### src/rtl/imem_port_arbiter_if.sv
// Fetch / load-store / memory bundle for the shared instruction-data memory arbiter.
// slave: arbiter side; master: requesters plus memory macro side.
interface imem_port_arbiter_if;
    logic        if_req;
    logic [31:0] if_addr;
    logic        if_kill;
    logic        if_gnt;
    logic        if_rvalid;
    logic [31:0] if_rdata;
    logic        ls_req;
    logic        ls_we;
    logic [3:0]  ls_be;
    logic [31:0] ls_addr;
    logic [31:0] ls_wdata;
    logic        ls_gnt;
    logic        ls_rvalid;
    logic [31:0] ls_rdata;
    logic        mem_req;
    logic        mem_we;
    logic [3:0]  mem_be;
    logic [29:0] mem_addr;
    logic [31:0] mem_wdata;
    logic [31:0] mem_rdata;
    logic        stallF;
    logic        stallM;

    modport slave (
        input  if_req, if_addr, if_kill,
        output if_gnt, if_rvalid, if_rdata,
        input  ls_req, ls_we, ls_be, ls_addr, ls_wdata,
        output ls_gnt, ls_rvalid, ls_rdata,
        output mem_req, mem_we, mem_be, mem_addr, mem_wdata,
        input  mem_rdata,
        output stallF, stallM
    );

    modport master (
        output if_req, if_addr, if_kill,
        input  if_gnt, if_rvalid, if_rdata,
        output ls_req, ls_we, ls_be, ls_addr, ls_wdata,
        input  ls_gnt, ls_rvalid, ls_rdata,
        input  mem_req, mem_we, mem_be, mem_addr, mem_wdata,
        output mem_rdata,
        input  stallF, stallM
    );
endinterface

### src/rtl/imem_port_arbiter.sv
// Single-outstanding arbiter sharing one fixed-latency memory between fetch and LS.
// IMEM_ARB_FAIR_EN: bounds fetch starvation to STARVE_MAX consecutive LS grants.
module imem_port_arbiter #(
    parameter int unsigned MEM_LAT    = 1,
    parameter int unsigned STARVE_MAX = 4
) (
    input  logic               clk,
    input  logic               reset,
    imem_port_arbiter_if.slave bus
);
    typedef enum logic {IDLE, BUSY} state_e;
    typedef enum logic [1:0] {OWN_NONE, OWN_IF, OWN_LS} owner_e;

    localparam logic [2:0] LAT = 3'(MEM_LAT);

    if (MEM_LAT < 1 || MEM_LAT > 7 || STARVE_MAX < 1) begin : g_bad_cfg
        $error("imem_port_arbiter: illegal MEM_LAT or STARVE_MAX");
    end

    state_e      state_q, state_d;
    owner_e      owner_q, owner_d;
    logic [2:0]  lat_q, lat_d;
    logic        we_q, we_d;
    logic        kill_q, kill_d;
    logic [31:0] if_rdata_q, if_rdata_d;
    logic [31:0] ls_rdata_q, ls_rdata_d;

    logic done, grant_ok, force_if;
    logic if_win, ls_win, gnt_any;
    logic if_flight, kill_now;
    logic if_valid, ls_valid;
    logic unused_addr_lsbs;

    assign unused_addr_lsbs = ^{bus.if_addr[1:0], bus.ls_addr[1:0]};

`ifdef IMEM_ARB_FAIR_EN
    localparam int unsigned SW = $clog2(STARVE_MAX + 1);
    logic [SW-1:0] starve_q, starve_d;

    assign force_if = bus.if_req && (starve_q == SW'(STARVE_MAX));

    always_comb begin
        starve_d = starve_q;
        if (if_win || !bus.if_req) begin
            starve_d = '0;
        end else if (ls_win) begin
            starve_d = starve_q + 1'b1;
        end
    end

    always_ff @(posedge clk or negedge reset) begin
        if (!reset) begin
            starve_q <= '0;
        end else begin
            starve_q <= starve_d;
        end
    end
`else
    assign force_if = 1'b0;
`endif

    // A new grant may overlap the completion cycle of the current access.
    assign done     = (state_q == BUSY) && (lat_q == 3'd1);
    assign grant_ok = reset && ((state_q == IDLE) || done);
    assign ls_win   = grant_ok && bus.ls_req && !force_if;
    assign if_win   = grant_ok && bus.if_req && !ls_win;
    assign gnt_any  = if_win || ls_win;

    assign if_flight = (state_q == BUSY) && (owner_q == OWN_IF);
    assign kill_now  = kill_q || (bus.if_kill && if_flight);
    assign if_valid  = done && (owner_q == OWN_IF) && !kill_now;
    assign ls_valid  = done && (owner_q == OWN_LS);

    assign bus.if_gnt    = if_win;
    assign bus.ls_gnt    = ls_win;
    assign bus.mem_req   = gnt_any;
    assign bus.mem_we    = ls_win && bus.ls_we;
    assign bus.mem_be    = (ls_win && bus.ls_we) ? bus.ls_be : 4'hF;
    assign bus.mem_addr  = ls_win ? bus.ls_addr[31:2] : bus.if_addr[31:2];
    assign bus.mem_wdata = bus.ls_wdata;

    assign bus.if_rvalid = if_valid;
    assign bus.ls_rvalid = ls_valid;
    assign bus.if_rdata  = if_valid ? bus.mem_rdata : if_rdata_q;
    assign bus.ls_rdata  = (ls_valid && !we_q) ? bus.mem_rdata : ls_rdata_q;

    assign bus.stallF = bus.if_req && !if_win;
    assign bus.stallM = bus.ls_req && !ls_win;

    always_comb begin
        state_d    = state_q;
        lat_d      = lat_q;
        owner_d    = owner_q;
        we_d       = we_q;
        kill_d     = kill_now;
        if_rdata_d = if_rdata_q;
        ls_rdata_d = ls_rdata_q;
        unique case (state_q)
            IDLE: ;
            BUSY: begin
                if (done) begin
                    state_d = IDLE;
                    lat_d   = '0;
                    owner_d = OWN_NONE;
                    we_d    = 1'b0;
                    kill_d  = 1'b0;
                    if (if_valid) begin
                        if_rdata_d = bus.mem_rdata;
                    end
                    if (ls_valid && !we_q) begin
                        ls_rdata_d = bus.mem_rdata;
                    end
                end else begin
                    lat_d = lat_q - 3'd1;
                end
            end
            default: ;
        endcase
        if (gnt_any) begin
            state_d = BUSY;
            lat_d   = LAT;
            owner_d = ls_win ? OWN_LS : OWN_IF;
            we_d    = ls_win && bus.ls_we;
            kill_d  = 1'b0;
        end
    end

    always_ff @(posedge clk or negedge reset) begin
        if (!reset) begin
            state_q    <= IDLE;
            lat_q      <= '0;
            owner_q    <= OWN_NONE;
            we_q       <= 1'b0;
            kill_q     <= 1'b0;
            if_rdata_q <= '0;
            ls_rdata_q <= '0;
        end else begin
            state_q    <= state_d;
            lat_q      <= lat_d;
            owner_q    <= owner_d;
            we_q       <= we_d;
            kill_q     <= kill_d;
            if_rdata_q <= if_rdata_d;
            ls_rdata_q <= ls_rdata_d;
        end
    end
endmodule

### src/flat_wrapper.sv
// flat-port wrapper written by rule: the top's interface ports become plain ports
module imem_port_arbiter_flat 
#(
    parameter int unsigned MEM_LAT    = 1,
    parameter int unsigned STARVE_MAX = 4
)
  (clk, reset, bus_if_req, bus_if_addr, bus_if_kill, bus_if_gnt, bus_if_rvalid, bus_if_rdata, bus_ls_req, bus_ls_we, bus_ls_be, bus_ls_addr, bus_ls_wdata, bus_ls_gnt, bus_ls_rvalid, bus_ls_rdata, bus_mem_req, bus_mem_we, bus_mem_be, bus_mem_addr, bus_mem_wdata, bus_mem_rdata, bus_stallF, bus_stallM);
  imem_port_arbiter_if bus_i ();
  input  logic clk;
  input  logic reset;
  input wire logic [$bits(bus_i.if_req)-1:0] bus_if_req;
  input wire logic [$bits(bus_i.if_addr)-1:0] bus_if_addr;
  input wire logic [$bits(bus_i.if_kill)-1:0] bus_if_kill;
  output wire logic [$bits(bus_i.if_gnt)-1:0] bus_if_gnt;
  output wire logic [$bits(bus_i.if_rvalid)-1:0] bus_if_rvalid;
  output wire logic [$bits(bus_i.if_rdata)-1:0] bus_if_rdata;
  input wire logic [$bits(bus_i.ls_req)-1:0] bus_ls_req;
  input wire logic [$bits(bus_i.ls_we)-1:0] bus_ls_we;
  input wire logic [$bits(bus_i.ls_be)-1:0] bus_ls_be;
  input wire logic [$bits(bus_i.ls_addr)-1:0] bus_ls_addr;
  input wire logic [$bits(bus_i.ls_wdata)-1:0] bus_ls_wdata;
  output wire logic [$bits(bus_i.ls_gnt)-1:0] bus_ls_gnt;
  output wire logic [$bits(bus_i.ls_rvalid)-1:0] bus_ls_rvalid;
  output wire logic [$bits(bus_i.ls_rdata)-1:0] bus_ls_rdata;
  output wire logic [$bits(bus_i.mem_req)-1:0] bus_mem_req;
  output wire logic [$bits(bus_i.mem_we)-1:0] bus_mem_we;
  output wire logic [$bits(bus_i.mem_be)-1:0] bus_mem_be;
  output wire logic [$bits(bus_i.mem_addr)-1:0] bus_mem_addr;
  output wire logic [$bits(bus_i.mem_wdata)-1:0] bus_mem_wdata;
  input wire logic [$bits(bus_i.mem_rdata)-1:0] bus_mem_rdata;
  output wire logic [$bits(bus_i.stallF)-1:0] bus_stallF;
  output wire logic [$bits(bus_i.stallM)-1:0] bus_stallM;
  assign bus_i.if_req = bus_if_req;
  assign bus_i.if_addr = bus_if_addr;
  assign bus_i.if_kill = bus_if_kill;
  assign bus_if_gnt = bus_i.if_gnt;
  assign bus_if_rvalid = bus_i.if_rvalid;
  assign bus_if_rdata = bus_i.if_rdata;
  assign bus_i.ls_req = bus_ls_req;
  assign bus_i.ls_we = bus_ls_we;
  assign bus_i.ls_be = bus_ls_be;
  assign bus_i.ls_addr = bus_ls_addr;
  assign bus_i.ls_wdata = bus_ls_wdata;
  assign bus_ls_gnt = bus_i.ls_gnt;
  assign bus_ls_rvalid = bus_i.ls_rvalid;
  assign bus_ls_rdata = bus_i.ls_rdata;
  assign bus_mem_req = bus_i.mem_req;
  assign bus_mem_we = bus_i.mem_we;
  assign bus_mem_be = bus_i.mem_be;
  assign bus_mem_addr = bus_i.mem_addr;
  assign bus_mem_wdata = bus_i.mem_wdata;
  assign bus_i.mem_rdata = bus_mem_rdata;
  assign bus_stallF = bus_i.stallF;
  assign bus_stallM = bus_i.stallM;
  imem_port_arbiter #(.MEM_LAT(MEM_LAT), .STARVE_MAX(STARVE_MAX)) u_core (.clk(clk), .reset(reset), .bus(bus_i));
endmodule
### config.mk
export PLATFORM = sky130hd
export DESIGN_NAME = imem_port_arbiter_flat
export DESIGN_NICKNAME = d
export VERILOG_FILES = /design/src/rtl/imem_port_arbiter_if.sv /design/src/rtl/imem_port_arbiter.sv /design/src/flat_wrapper.sv
export SDC_FILE = /design/constraint.sdc
export NUM_CORES = 1
export LEC_CHECK = 0
export BUFFER_PORTS_ARGS = -buffer_cell sky130_fd_sc_hd__clkbuf_2
export CORE_MARGIN = 5
export CORE_UTILIZATION = 45
export CTS_CLUSTER_DIAMETER = 40
export DETAILED_ROUTE_END_ITERATION = 8
export GPL_ROUTABILITY_DRIVEN = 1
export PLACE_DENSITY = 0.86
export SETUP_SLACK_MARGIN = 0.05
export SKIP_CTS_REPAIR_TIMING = 1
export SYNTH_ARGS = -nofsm -noshare
export SYNTH_HDL_FRONTEND = slang
export SYNTH_SLANG_ARGS = --single-unit
### constraint.sdc
create_clock -name clk -period 2.7 [get_ports clk]
set_clock_uncertainty 0.1 [all_clocks]
set_input_delay 0.54 -clock clk [delete_from_list [all_inputs] [get_ports clk]]
set_output_delay 0.54 -clock clk [all_outputs]
set_load 0.02 [all_outputs]
Word-level counts from Yosys, hierarchy flattened:

Cells that the tools add are included.

* add/sub/neg operators: 1
* equal/unequal tests: 3
* multiplexer cells: 20
* bitwise operators: 1
* reductions and logical operators: 25

Operators by type and width (count)
* two-way mux 32 bit: 2
* two-way mux 30 bit: 1
* logical AND 1 bit: 14
* two-way mux 1 bit: 9
* two-way mux 3 bit: 3
* two-way mux 2 bit: 4
* zero test 1 bit: 4
* two-way mux 4 bit: 1
* AND reduction 2 bit: 2
* nonzero test 2 bit: 2
* equality test 3 x 1 -> 1 bit (second input constant): 1
* logical OR 1 bit: 3
* subtractor 3 x 1 -> 3 bit (second input constant): 1
* equality test 2 x 1 -> 1 bit (second input constant): 1
* equality test 2 bit (second input constant): 1
* inverter 1 bit: 1

* bits in registers: 72
* bits of input ports: 138
* output and inout port bits: 138
* word-level logic and storage cells: 57

Longest topological paths before layout:

* word-level depth: 10
* gate-level depth with buffers: 7

Worst setup path before layout:

OpenSTA, ideal clock, no wires.

* path kind: register to output
* from: reg u_core.lat_q[1]
* to: out bus_mem_addr[27]
* arrival time: 1.939 ns
* data required time: 2.060 ns
* path slack: 0.121 ns
* cell stages (with the launch flop): 8
* path buffers: 2
* cells stage by stage: dfrtp_1 > inv_1 > ha_1 > nand2b_1 > a21oi_1 > buf_2 > buf_1 > mux2_2

* word-level cells in the longest chain between the ends: 6

Ends and longest elaborated chain
* start, declared: line imem_port_arbiter.sv:22 `logic [2:0] lat_q, lat_d;`
* start signal, assigned: line imem_port_arbiter.sv:139 `lat_q <= lat_d;`
* equality test 3 x 1 -> 1 bit: line imem_port_arbiter.sv:63 `assign done = (state_q == BUSY) && (lat_q == 3'd1);`
* logical AND 1 bit: line imem_port_arbiter.sv:63
* logical OR 1 bit: line imem_port_arbiter.sv:64 `assign grant_ok = reset && ((state_q == IDLE) || done);`
* logical AND 1 bit: line imem_port_arbiter.sv:64
* logical AND 1 bit: line imem_port_arbiter.sv:65 `assign ls_win = grant_ok && bus.ls_req && !force_if;`
* net bus_ls_gnt: line flat_wrapper.sv:22 `output wire logic [$bits(bus_i.ls_gnt)-1:0] bus_ls_gnt;`
* two-way mux 30 bit: line imem_port_arbiter.sv:79 `assign bus.mem_addr = ls_win ? bus.ls_addr[31:2] : bus.if_addr[31:2];`
* end, declared: line flat_wrapper.sv:28 `output wire logic [$bits(bus_i.mem_addr)-1:0] bus_mem_addr;`

The timed path passes the listed nets, and every way through them passes these cells.

Worst setup path after layout:

* from: reg u_core.lat_q[1]
* to: out bus_ls_rdata[15]

* word-level cells in the longest chain between the ends: 5

Ends and longest elaborated chain
* equality test 3 x 1 -> 1 bit: line imem_port_arbiter.sv:63
* logical AND 1 bit: line imem_port_arbiter.sv:63
* logical AND 1 bit: line imem_port_arbiter.sv:72 `assign ls_valid = done && (owner_q == OWN_LS);`
* logical AND 1 bit: line imem_port_arbiter.sv:85 `assign bus.ls_rdata = (ls_valid && !we_q) ? bus.mem_rdata : ls_rdata_q;`
* two-way mux 32 bit: line imem_port_arbiter.sv:85
* end, declared: line flat_wrapper.sv:24 `output wire logic [$bits(bus_i.ls_rdata)-1:0] bus_ls_rdata;`

Every way passes these cells.

==> flow_summary.yaml <==
run_status:
  status: "finished with violations"
  violations: "setup timing"
power:
  clock_power_share_pct: 12.1
  p_sw_share_pct: 35.7
  internal_power_w: 0.00512
  p_leak_nw: 3.86
  share_comb_of_total_power_pct: 62.8
  p_switching_w: 0.00284
  powerDensity_nw_per_um2: 1120
  vdd_drop_max_mv: 0.590
  seq_power_share_pct: 25.1
cts:
  numCtsBuffers: 9
  clockBufferDepth: 2
  clkTransAtPathRegs_ps: 70
  cts_tree: "yes"
  cts.sinks: 72
  cts_htree_levels: 3
  clock_latency_ps: 350
  clockRootBuffer: "clkbuf_8"
global_routing:
  grt_first_pass_wirelength_mm: 19.2
  antenna_found_initial: 0
  first_global_vias: 3409
  overflow: 0
  grt_start_max_net_pins: 60
  grt_usage_pct: 19.3
critical_path:
  rr_endpoint: "u_core.ls_rdata_q[6]"
  crit_path_end_kind: "primary output"
  path_class: "flop to primary output"
  cp_max_fo: 8
  crit-reg2reg-launch: "u_core.lat_q[1]"
  critPathArrivalTime_ps: 2400
  cp-endpoint: "bus_ls_rdata[15]"
  cp.required_ps: 2060
  cp-startpoint: "u_core.lat_q[1]"
  rrSetupSlack_ps: 280
  critPathLaunchType: "flop"
  reg2reg_depth: 8
timing:
  rsz0062_at_grt: "yes"
  max_slew_margin_pct: 51.0
  finalHoldViolCount: 0
  worst_pin_slew_ps: 735
  fin_crit_ps: 3040
  setup_slack_ps: -341
  timing.final.crit_share_pct: 113
  max_freq_ghz: 0.329
  drv_slew: 0
  setup_viol: 90
routing:
  via_count: 3533
  drt_iter0_drc: 153
  vias_per_cell: 5.13
  wl_mm: 15.6
  postRouteAntennaNets: 0
  drt_pass1_iterations: 4
  drc: 0
  drt-wirelength-per-cell_um: 22.6
yosys:
  synth_area_leaders: "dfrtp_1 38%, mux2_4 35%, mux2_2 12%, buf_4 5.1%, buf_12 2.5%"
  avgSynthCellArea_um2: 14.7
  ys_seq_elements: 72
  synth_top_area_share_pct: 38.0
  syn_nets: 463
  synth_edf_count: 0
  syn_area_um2: 4740
  synth_ff_type: "dfrtp_1"
  synth.distinct_cells: 31
  seq_area_frac_synth_pct: 38.0
  syn_inst: 323
  yosysMostFrequentCell: "mux2_4"
  synth_commonest_cells: "109 x mux2_4, 72 x dfrtp_1, 49 x mux2_2"
  synth_area_leader_cell: "dfrtp_1"
  ys_warn_count: 0
  async_flop_share_pct: 100
floorplan:
  die_w_um: 113
  rows: 37
  ios: 276
  dieArea_um2: 12700
  die_y_um: 113
  core_um2: 10300
  start_util_pct: 46.1
place:
  portBuffers: 207
  finalWeightedCongestion: 0.828
  post-place-cells: 629
  place_area_um2: 5630
  post-dp-hpwl_mm: 10.4
hold_path:
  min_path_type: "input pin to async pin"
final_layout:
  stdcell_area_um2: 7120
  nNetsFinal: 688
  insertedDiodeCount: 0
  instances_no_fill: 689
  syn_to_final_growth_pct: 50.4
  nFillCells: 692
  drive_gt1_share_pct: 80.8
job:
  cap_violations: 0
==> layout by cell type (no fill, tap or decap), types with 2 or more instances in the layout <==
cell type   netlist  layout
mux2_4          109     126
clkbuf_2          0     117
buf_6             7      84
dfrtp_1          72      71
mux2_2           49      32
buf_4            32      32
clkbuf_16         0      12
clkbuf_8          0      10
buf_12            6       7
buf_2             3       6
nand3b_1          4       4
nor2_1            4       4
buf_8             0       4
nand2_1           3       3
o21a_1            3       3
inv_1             4       2
and2_1            2       2
nand2b_1          3       2
or4_4             1       2
o21ai_0           3       2
clkinvlp_4        0       2
bufinv_16         0       2
==> registers in the layout (all words and copies together), names as in the netlist <==
name / count
u_core.state_q: 1
u_core.if_rdata_q: 32
u_core.ls_rdata_q: 32
u_core.we_q: 1
u_core.lat_q: 3
u_core.owner_q: 2
u_core.kill_q: 1
==> worst max-delay path: stages, from the launching register on <==
cell and delay [ps]:
dfrtp_1 390, inv_2 90, ha_4 150, nand3b_4 100
or4b_4 660, clkbuf_16 220, mux2_4 300, buf_6 130
==> per-layer routing <==
| metal | part of all wire [%] | global-route usage [%] |
|---|---|---|
| met1 | 38 | 22.3 |
| met2 | 53 | 34.4 |
| met3 | 7.3 | 6.68 |
| met4 | 1.5 | 4.57 |
| met5 | 0 | 0 |
==> layout make-up <==
cell class              count  area, um2  share of cell area [%]
inverters                   4       17.5                   0.246
repair buffers            263       2330                    32.7
clock inverters             5       80.1                    1.12
well taps                 136        170                    2.39
multi-input cells         198       2580                    36.2
clock buffers              11        141                    1.99
flip-flops and latches     72       1800                    25.3
==> logic make-up after synthesis <==
| logic type | synth area share (%) |
|---|---|
| AOI/OAI and AO/OA | 1.90 |
| adders and majority gates | 0.528 |
| and+or+nand+nor | 3.04 |
| muxes | 46.4 |
| DFF | 38.0 |
| buffers and inverters | 10.1 |
==> through the flow <==
stage | setup slack, ps | utilization [%] | total power (W) | TNS, ps | hold WS [ps]
detailed placement | 2.23 | 54.8 | 0.00580 | 0 | 389
global route | -415 | 69.3 | 0.00831 | -23800 | 55.5
global placement | 60.9 | 54.8 | 0.00565 | 0 | 379
floorplan | 121 | - | 0.00484 | 0 | 144
finish | -341 | 69.3 | 0.00796 | -17400 | 56.8
CTS | -400 | 56.9 | 0.00678 | -28720 | 34.7
==> power by group through the flow <==
| stage | sequential, W | clock, W | combinational [W] |
|---|---|---|---|
| after floorplan | 0.00185 | 0 | 0.00298 |
| after global placement | 0.00190 | 0 | 0.00375 |
| after detailed placement | 0.00196 | 0 | 0.00384 |
| after CTS | 0.00195 | 0.000971 | 0.00386 |
| after global routing | 0.00205 | 0.00102 | 0.00524 |
| final | 0.00200 | 0.000961 | 0.00500 |
==> how the worst min path moves through the flow <==
| stage | startpoint | end | slack [ps] | cells past startpoint |
|---|---|---|---|---|
| after global routing | reset | u_core.owner_q[0] | 60 | 2 |
| after global placement | u_core.kill_q | u_core.kill_q | 380 | 1 |
| after detailed placement | u_core.kill_q | u_core.kill_q | 390 | 1 |
| final | reset | u_core.owner_q[0] | 60 | 2 |
| after CTS | reset | u_core.owner_q[0] | 30 | 2 |
| after floorplan | reset | u_core.if_rdata_q[0] | 140 | 0 |
Power figures use the tool's default switching activity.
